<file path="config.mk">
export PLATFORM = sky130hd
export DESIGN_NAME = multicycle_control
export DESIGN_NICKNAME = d
export VERILOG_FILES = /design/src/rtl/multicycle_control.sv
export SDC_FILE = /design/constraint.sdc
export NUM_CORES = 1
export LEC_CHECK = 0
export CAP_MARGIN = 20
export CELL_PAD_IN_SITES_DETAIL_PLACEMENT = 1
export CELL_PAD_IN_SITES_GLOBAL_PLACEMENT = 2
export CORE_ASPECT_RATIO = 1.2
export CORE_MARGIN = 3
export CORE_UTILIZATION = 25
export DETAILED_ROUTE_END_ITERATION = 10
export PLACE_DENSITY_LB_ADDON = 0.12
export REMOVE_ABC_BUFFERS = 1
export SLEW_MARGIN = 20
export SYNTH_ARGS = -nofsm -noshare
export SYNTH_HDL_FRONTEND = slang
export SYNTH_SLANG_ARGS = --single-unit
</file>
<file path="constraint.sdc">
create_clock -name clk -period 6.5 [get_ports clk]
set_input_delay 1.625 -clock clk [delete_from_list [all_inputs] [get_ports clk]]
set_output_delay 1.625 -clock clk [all_outputs]
set_load 0.02 [all_outputs]
</file>
<file path="src/rtl/multicycle_control.sv">
// Multicycle LEGv8 control sequencer: decodes the opcode once per instruction
// and steps the datapath through fetch/decode/execute/memory/write-back.
module multicycle_control (
    input  logic        clk,
    input  logic        reset,
    input  logic [10:0] opcode,
    input  logic        zero,
    input  logic        mem_ready,
    output logic        pc_write,
    output logic        pc_src,
    output logic        ir_write,
    output logic        mem_read,
    output logic        mem_write,
    output logic        reg_write,
    output logic        mem_to_reg,
    output logic        reg2loc,
    output logic        alu_src,
    output logic [3:0]  alu_control,
    output logic        instr_done,
    output logic        illegal
);

    localparam logic [3:0] S_FETCH    = 4'd0;
    localparam logic [3:0] S_DECODE   = 4'd1;
    localparam logic [3:0] S_EXEC_R   = 4'd2;
    localparam logic [3:0] S_WB_R     = 4'd3;
    localparam logic [3:0] S_ADDR     = 4'd4;
    localparam logic [3:0] S_LOAD     = 4'd5;
    localparam logic [3:0] S_WB_L     = 4'd6;
    localparam logic [3:0] S_STORE    = 4'd7;
    localparam logic [3:0] S_CBZ_EVAL = 4'd8;
    localparam logic [3:0] S_ILLEGAL  = 4'd9;

    localparam logic [2:0] C_NONE = 3'd0;
    localparam logic [2:0] C_ADD  = 3'd1;
    localparam logic [2:0] C_SUB  = 3'd2;
    localparam logic [2:0] C_AND  = 3'd3;
    localparam logic [2:0] C_ORR  = 3'd4;
    localparam logic [2:0] C_LDUR = 3'd5;
    localparam logic [2:0] C_STUR = 3'd6;
    localparam logic [2:0] C_CBZ  = 3'd7;

    localparam logic [3:0] ALU_AND   = 4'b0000;
    localparam logic [3:0] ALU_ORR   = 4'b0001;
    localparam logic [3:0] ALU_ADD   = 4'b0010;
    localparam logic [3:0] ALU_SUB   = 4'b0110;
    localparam logic [3:0] ALU_PASSB = 4'b0111;

    logic [3:0] state;
    logic [3:0] state_next;
    logic [2:0] cls;
    logic [2:0] dec_cls;
    logic [3:0] r_alu;
    logic       is_rtype;

    always_comb begin
        dec_cls = C_NONE;
        casez (opcode)
            11'b10001011000: dec_cls = C_ADD;
            11'b11001011000: dec_cls = C_SUB;
            11'b10001010000: dec_cls = C_AND;
            11'b10101010000: dec_cls = C_ORR;
            11'b11111000010: dec_cls = C_LDUR;
            11'b11111000000: dec_cls = C_STUR;
            11'b10110100???: dec_cls = C_CBZ;
            default:         dec_cls = C_NONE;
        endcase
    end

    assign is_rtype = (dec_cls == C_ADD) || (dec_cls == C_SUB) ||
                      (dec_cls == C_AND) || (dec_cls == C_ORR);

    // ALU operation for the captured R-class, held across EXEC_R and WB_R
    always_comb begin
        r_alu = ALU_ADD;
        case (cls)
            C_SUB:   r_alu = ALU_SUB;
            C_AND:   r_alu = ALU_AND;
            C_ORR:   r_alu = ALU_ORR;
            default: r_alu = ALU_ADD;
        endcase
    end

    always_comb begin
        state_next = state;
        case (state)
            S_FETCH: begin
                if (mem_ready) state_next = S_DECODE;
            end
            S_DECODE: begin
                if (is_rtype)
                    state_next = S_EXEC_R;
                else if (dec_cls == C_LDUR || dec_cls == C_STUR)
                    state_next = S_ADDR;
                else if (dec_cls == C_CBZ)
                    state_next = S_CBZ_EVAL;
                else
                    state_next = S_ILLEGAL;
            end
            S_EXEC_R:   state_next = S_WB_R;
            S_WB_R:     state_next = S_FETCH;
            S_ADDR: begin
                if (cls == C_LDUR)
                    state_next = S_LOAD;
                else if (cls == C_STUR)
                    state_next = S_STORE;
                else
                    state_next = S_ILLEGAL;
            end
            S_LOAD: begin
                if (mem_ready) state_next = S_WB_L;
            end
            S_WB_L:     state_next = S_FETCH;
            S_STORE: begin
                if (mem_ready) state_next = S_FETCH;
            end
            S_CBZ_EVAL: state_next = S_FETCH;
            S_ILLEGAL:  state_next = S_ILLEGAL;
            default:    state_next = S_ILLEGAL;
        endcase
    end

    always_ff @(posedge clk) begin
        if (!reset) begin
            state <= S_FETCH;
            cls   <= C_NONE;
        end else begin
            state <= state_next;
            if (state == S_DECODE)
                cls <= dec_cls;
        end
    end

    // Strobes are decoded from state; a low reset overrides everything
    always_comb begin
        pc_write    = 1'b0;
        pc_src      = 1'b0;
        ir_write    = 1'b0;
        mem_read    = 1'b0;
        mem_write   = 1'b0;
        reg_write   = 1'b0;
        mem_to_reg  = 1'b0;
        reg2loc     = 1'b0;
        alu_src     = 1'b0;
        alu_control = ALU_ADD;
        instr_done  = 1'b0;
        illegal     = 1'b0;
        case (state)
            S_FETCH: begin
                mem_read = 1'b1;
                if (mem_ready) begin
                    ir_write = 1'b1;
                    pc_write = 1'b1;
                end
            end
            S_DECODE: begin
                reg2loc = (dec_cls == C_STUR) || (dec_cls == C_CBZ);
            end
            S_EXEC_R: begin
                alu_control = r_alu;
            end
            S_WB_R: begin
                reg_write   = 1'b1;
                alu_control = r_alu;
                instr_done  = 1'b1;
            end
            S_ADDR: begin
                alu_src = 1'b1;
            end
            S_LOAD: begin
                mem_read = 1'b1;
                alu_src  = 1'b1;
            end
            S_WB_L: begin
                reg_write  = 1'b1;
                mem_to_reg = 1'b1;
                instr_done = 1'b1;
            end
            S_STORE: begin
                mem_write  = 1'b1;
                alu_src    = 1'b1;
                reg2loc    = 1'b1;
                instr_done = mem_ready;
            end
            S_CBZ_EVAL: begin
                reg2loc     = 1'b1;
                alu_control = ALU_PASSB;
                instr_done  = 1'b1;
                pc_write    = zero;
                pc_src      = zero;
            end
            S_ILLEGAL: begin
                illegal = 1'b1;
            end
            default: begin
                illegal = 1'b0;
            end
        endcase
        if (!reset) begin
            pc_write    = 1'b0;
            pc_src      = 1'b0;
            ir_write    = 1'b0;
            mem_read    = 1'b0;
            mem_write   = 1'b0;
            reg_write   = 1'b0;
            mem_to_reg  = 1'b0;
            reg2loc     = 1'b0;
            alu_src     = 1'b0;
            alu_control = 4'b0000;
            instr_done  = 1'b0;
            illegal     = 1'b0;
        end
    end

endmodule

</file>
==> results.md, run 1 <==
- Crit path required time: 4.88 ns
- Layout area overhead: 37.8%
- Pwr Total: 0.201 mW
- DR iter-0 viols: 23
- Buf/Inv on CP: 2
- Cells along the critical path: clkdlybuf4s50_1 > nor4b_1 > nor4bb_1 > nand2b_1 > a311oi_1 > o31a_1 > clkdlybuf4s50_1
- Kind of critical path: input port to output port
- CTS root buf: clkbuf_4
- DRT antenna net count: 0
- Overall Global Routing Usage: 15.0%
- Final slew viol count: 0
- Largest net degree at the start of global routing: 19
- Adder-Cell Fraction of Synth Area: 0%
- Crit path DAT: 4.32 ns
- Most common cell on crit path: clkdlybuf4s50_1
- YS warnings: 0
- Clock buffer depth: 2
- Die H: 69.9 um
- Post-synthesis mux area share: 1.18%
- Cell Rows: 22
- Largest family of logic cells by synthesized area: simple AND/OR/NAND/NOR gates
- IO buf count: 28
- Tightest Pin Transition: 0.765 ns
- Slowest cell delay on critical path: 0.60 ns
- Main synth FF type: dfxtp_1
- Drc violations: 0
- Ant diodes: 0
- Crit Path Max Fanout: 4
- Initial antenna violation count: 0
- Clock Sinks: 7
- Placer Congestion: 0.738
- Final Skew: 0.00368 ns
- Ys async rst share: 0%
- Drt wl/cell: 15.4 um
- Sw Ratio: 40.5%
- Max Cap Viol: 0
- Layout cells sized above 1: 10.3%
- Max Freq: 168 MHz
- Mapped Area: 851 sq um
- Leakage: 0.443 nW
- Post-DP HPWL: 2280 um
- Maximum vdd drop: 0.0796 mV
- Die Width: 59.3 um
- Status: complete, no violations
- Combinational fraction of design power: 48.4%
- Library cells used by synthesis: 51
- Syn avg cell area: 7.21 sq um
- H-Tree Depth: 1
- CTS Hold Bufs: 0
- Drt pass-1 iters: 4
- Xor/xnor share of the synthesized area: 1.03%
- Die ar.: 4140 sq um
- Final hold violations: 0
- Sequential share of the synthesized area: 16.5%
- Clock share of power: 19.9%
- Grt total ovfl: 0
- Total Wirelength: 2780 um
- Unrepaired setup endpoints after global routing: false
- Initial core utilization: 26.9%
- Top Ports: 30
- Worst skew pair latency: 0.26 ns
- FF+latch count, synth: 7
- PwrDens: 171 nW/um^2
- Synth Instances: 118
- Fin Setup TNS: 0 ns
- Worst setup SP type: input port
- Vias: 994
- Period minus WS final: 5.95 ns
- Slowest-stage cell, CP: clkdlybuf4s50_1
- Fin nets: 161
- Critical path endpoint category: output port
- First-pass GRT wire length: 4870 um
- Fin crit share: 91.5%
- CTS tree: done
- Pint: 0.119 mW
- CTS Buf Count: 3
- Commonest non-fill, non-tap cell in the layout: clkdlybuf4s50_1
- Endpoints failing setup: 0
- Sequential share of power: 31.7%
- Delay-heaviest family, CP: buffers and inverters
- Vias per cell: 5.49
- Post-CTS setup buffer count: 0
- Vias in the first global route: 1049
- Core ar.: 3170 sq um
- # resized after CTS: 0
- Number of synthesized flops with an enable pin: 0
- Slew margin rel.: 48.6%
- Most frequent cells in the layout: clkdlybuf4s50_1 (28), nor2_1 (16), nand2_1 (10)
- Hold crit path type: flop to flop
- Post-Synth Simple-Gate Area: 40.4%
- Compound-Gate Fraction of Synth Area: 32.9%
- CTS clk-pin slew, worst paths: 0.05 ns
- NetSw: 0.0813 mW
==> kinds of logic after synthesis <==
family	after synthesis
AND/OR/NAND/NOR	57
AO/OA/AOI/OAI	39
buffers and inverters	12
flip-flops	7
XOR/XNOR	1
multiplexers	1
other	1
==> tightest hold or removal path, delay by kind of cell, from the launching register on <==
kind | cells | cell delay, ns
flip-flops | 1 | 0.35
AND/OR/NAND/NOR | 1 | 0.12
AO/OA/AOI/OAI | 1 | 0.06
==> routing by layer <==
metal / track usage, % / share of wire, % / vias to the layer above
li1: - / - / 498
met1: 17.7 / 41 / 459
met2: 25.9 / 52 / 32
met3: 2.40 / 5.4 / 5
met4: 6.05 / 1.7 / 0
met5: 0 / 0 / -
==> metrics by stage <==
stage	worst slack, ns	utilization, %	instance area, sq um	std cells	hold WS [ns]
detailed placement	0.592	36.2	1150	177	0.577
floorplan	1.90	-	806	111	0.518
global placement	0.657	36.2	1150	177	0.586
finish	0.553	37.0	1170	181	0.573
CTS	0.566	37.0	1170	181	0.584
global route	0.316	37.0	1170	181	0.625
==> cell usage after synthesis, types with 2 or more instances <==
cell type | instances | area [sq um]
nand2b_1 | 3 | 18.8
nor4b_1 | 2 | 17.5
a31oi_1 | 2 | 12.5
inv_1 | 4 | 15.0
a22oi_1 | 2 | 15.0
nor2_1 | 16 | 60.1
and2_1 | 2 | 12.5
nand3_1 | 3 | 15.0
buf_4 | 2 | 15.0
dfxtp_1 | 7 | 140
nor3_1 | 2 | 10.0
o21ai_0 | 6 | 30.0
o31ai_1 | 3 | 22.5
a211oi_1 | 3 | 22.5
clkbuf_1 | 3 | 11.3
and3_1 | 3 | 18.8
a21o_1 | 3 | 22.5
nor4bb_1 | 2 | 20.0
nor3b_1 | 2 | 15.0
a21oi_1 | 7 | 35.0
o211a_1 | 2 | 20.0
nand2_1 | 10 | 37.5
==> path summary, 6_finish.rpt <==
kind | slack, ns | depth (start not counted) | startpoint | endpoint
setup / recovery | 0.55 | 7 | opcode[6] | reg2loc
hold reg to reg | 0.57 | 2 | cls[2]$_SDFFE_PN0P_ | cls[2]$_SDFFE_PN0P_
setup reg to reg | 4.68 | 5 | state[2]$_SDFFE_PN0P_ | state[1]$_SDFFE_PN0P_
hold / removal | 0.57 | 2 | cls[2]$_SDFFE_PN0P_ | cls[2]$_SDFFE_PN0P_
==> power by group through the flow <==
stage          combinational [mW]  clock [mW]  sequential, mW
2_1_floorplan              0.0604           0          0.0603
3_3_place_gp               0.0976           0          0.0643
3_5_place_dp               0.0980           0          0.0644
4_1_cts                    0.0984      0.0415          0.0634
5_1_grt                     0.109      0.0451          0.0654
6_report                   0.0972      0.0399          0.0636
==> registers in the layout, summed over array words and instances, names as in the netlist <==
name,count
state,4
cls,3
==> cell type report <==
type / instances / area [sq um]
Clock buffer: 4 / 26.3
Fill cell: 406 / 1990
Inverter: 5 / 18.8
Multi-Input combinational cell: 99 / 647
Sequential cell: 7 / 140
Tap cell: 36 / 45.0
Timing Repair Buffer: 30 / 295
Note: power is estimated with default switching activity, not from simulation.
==> inputs of run 2 (changes only) <==
--- a/config.mk
+++ b/config.mk
@@ -12,9 +12,9 @@
 export CORE_MARGIN = 3
 export CORE_UTILIZATION = 25
 export DETAILED_ROUTE_END_ITERATION = 10
+export GPL_ROUTABILITY_DRIVEN = 1
 export PLACE_DENSITY_LB_ADDON = 0.12
 export REMOVE_ABC_BUFFERS = 1
-export SLEW_MARGIN = 20
 export SYNTH_ARGS = -nofsm -noshare
 export SYNTH_HDL_FRONTEND = slang
 export SYNTH_SLANG_ARGS = --single-unit
==> results of run 2 <==
Same layout as run 1: the final DEF is identical, and so are final timing and power.
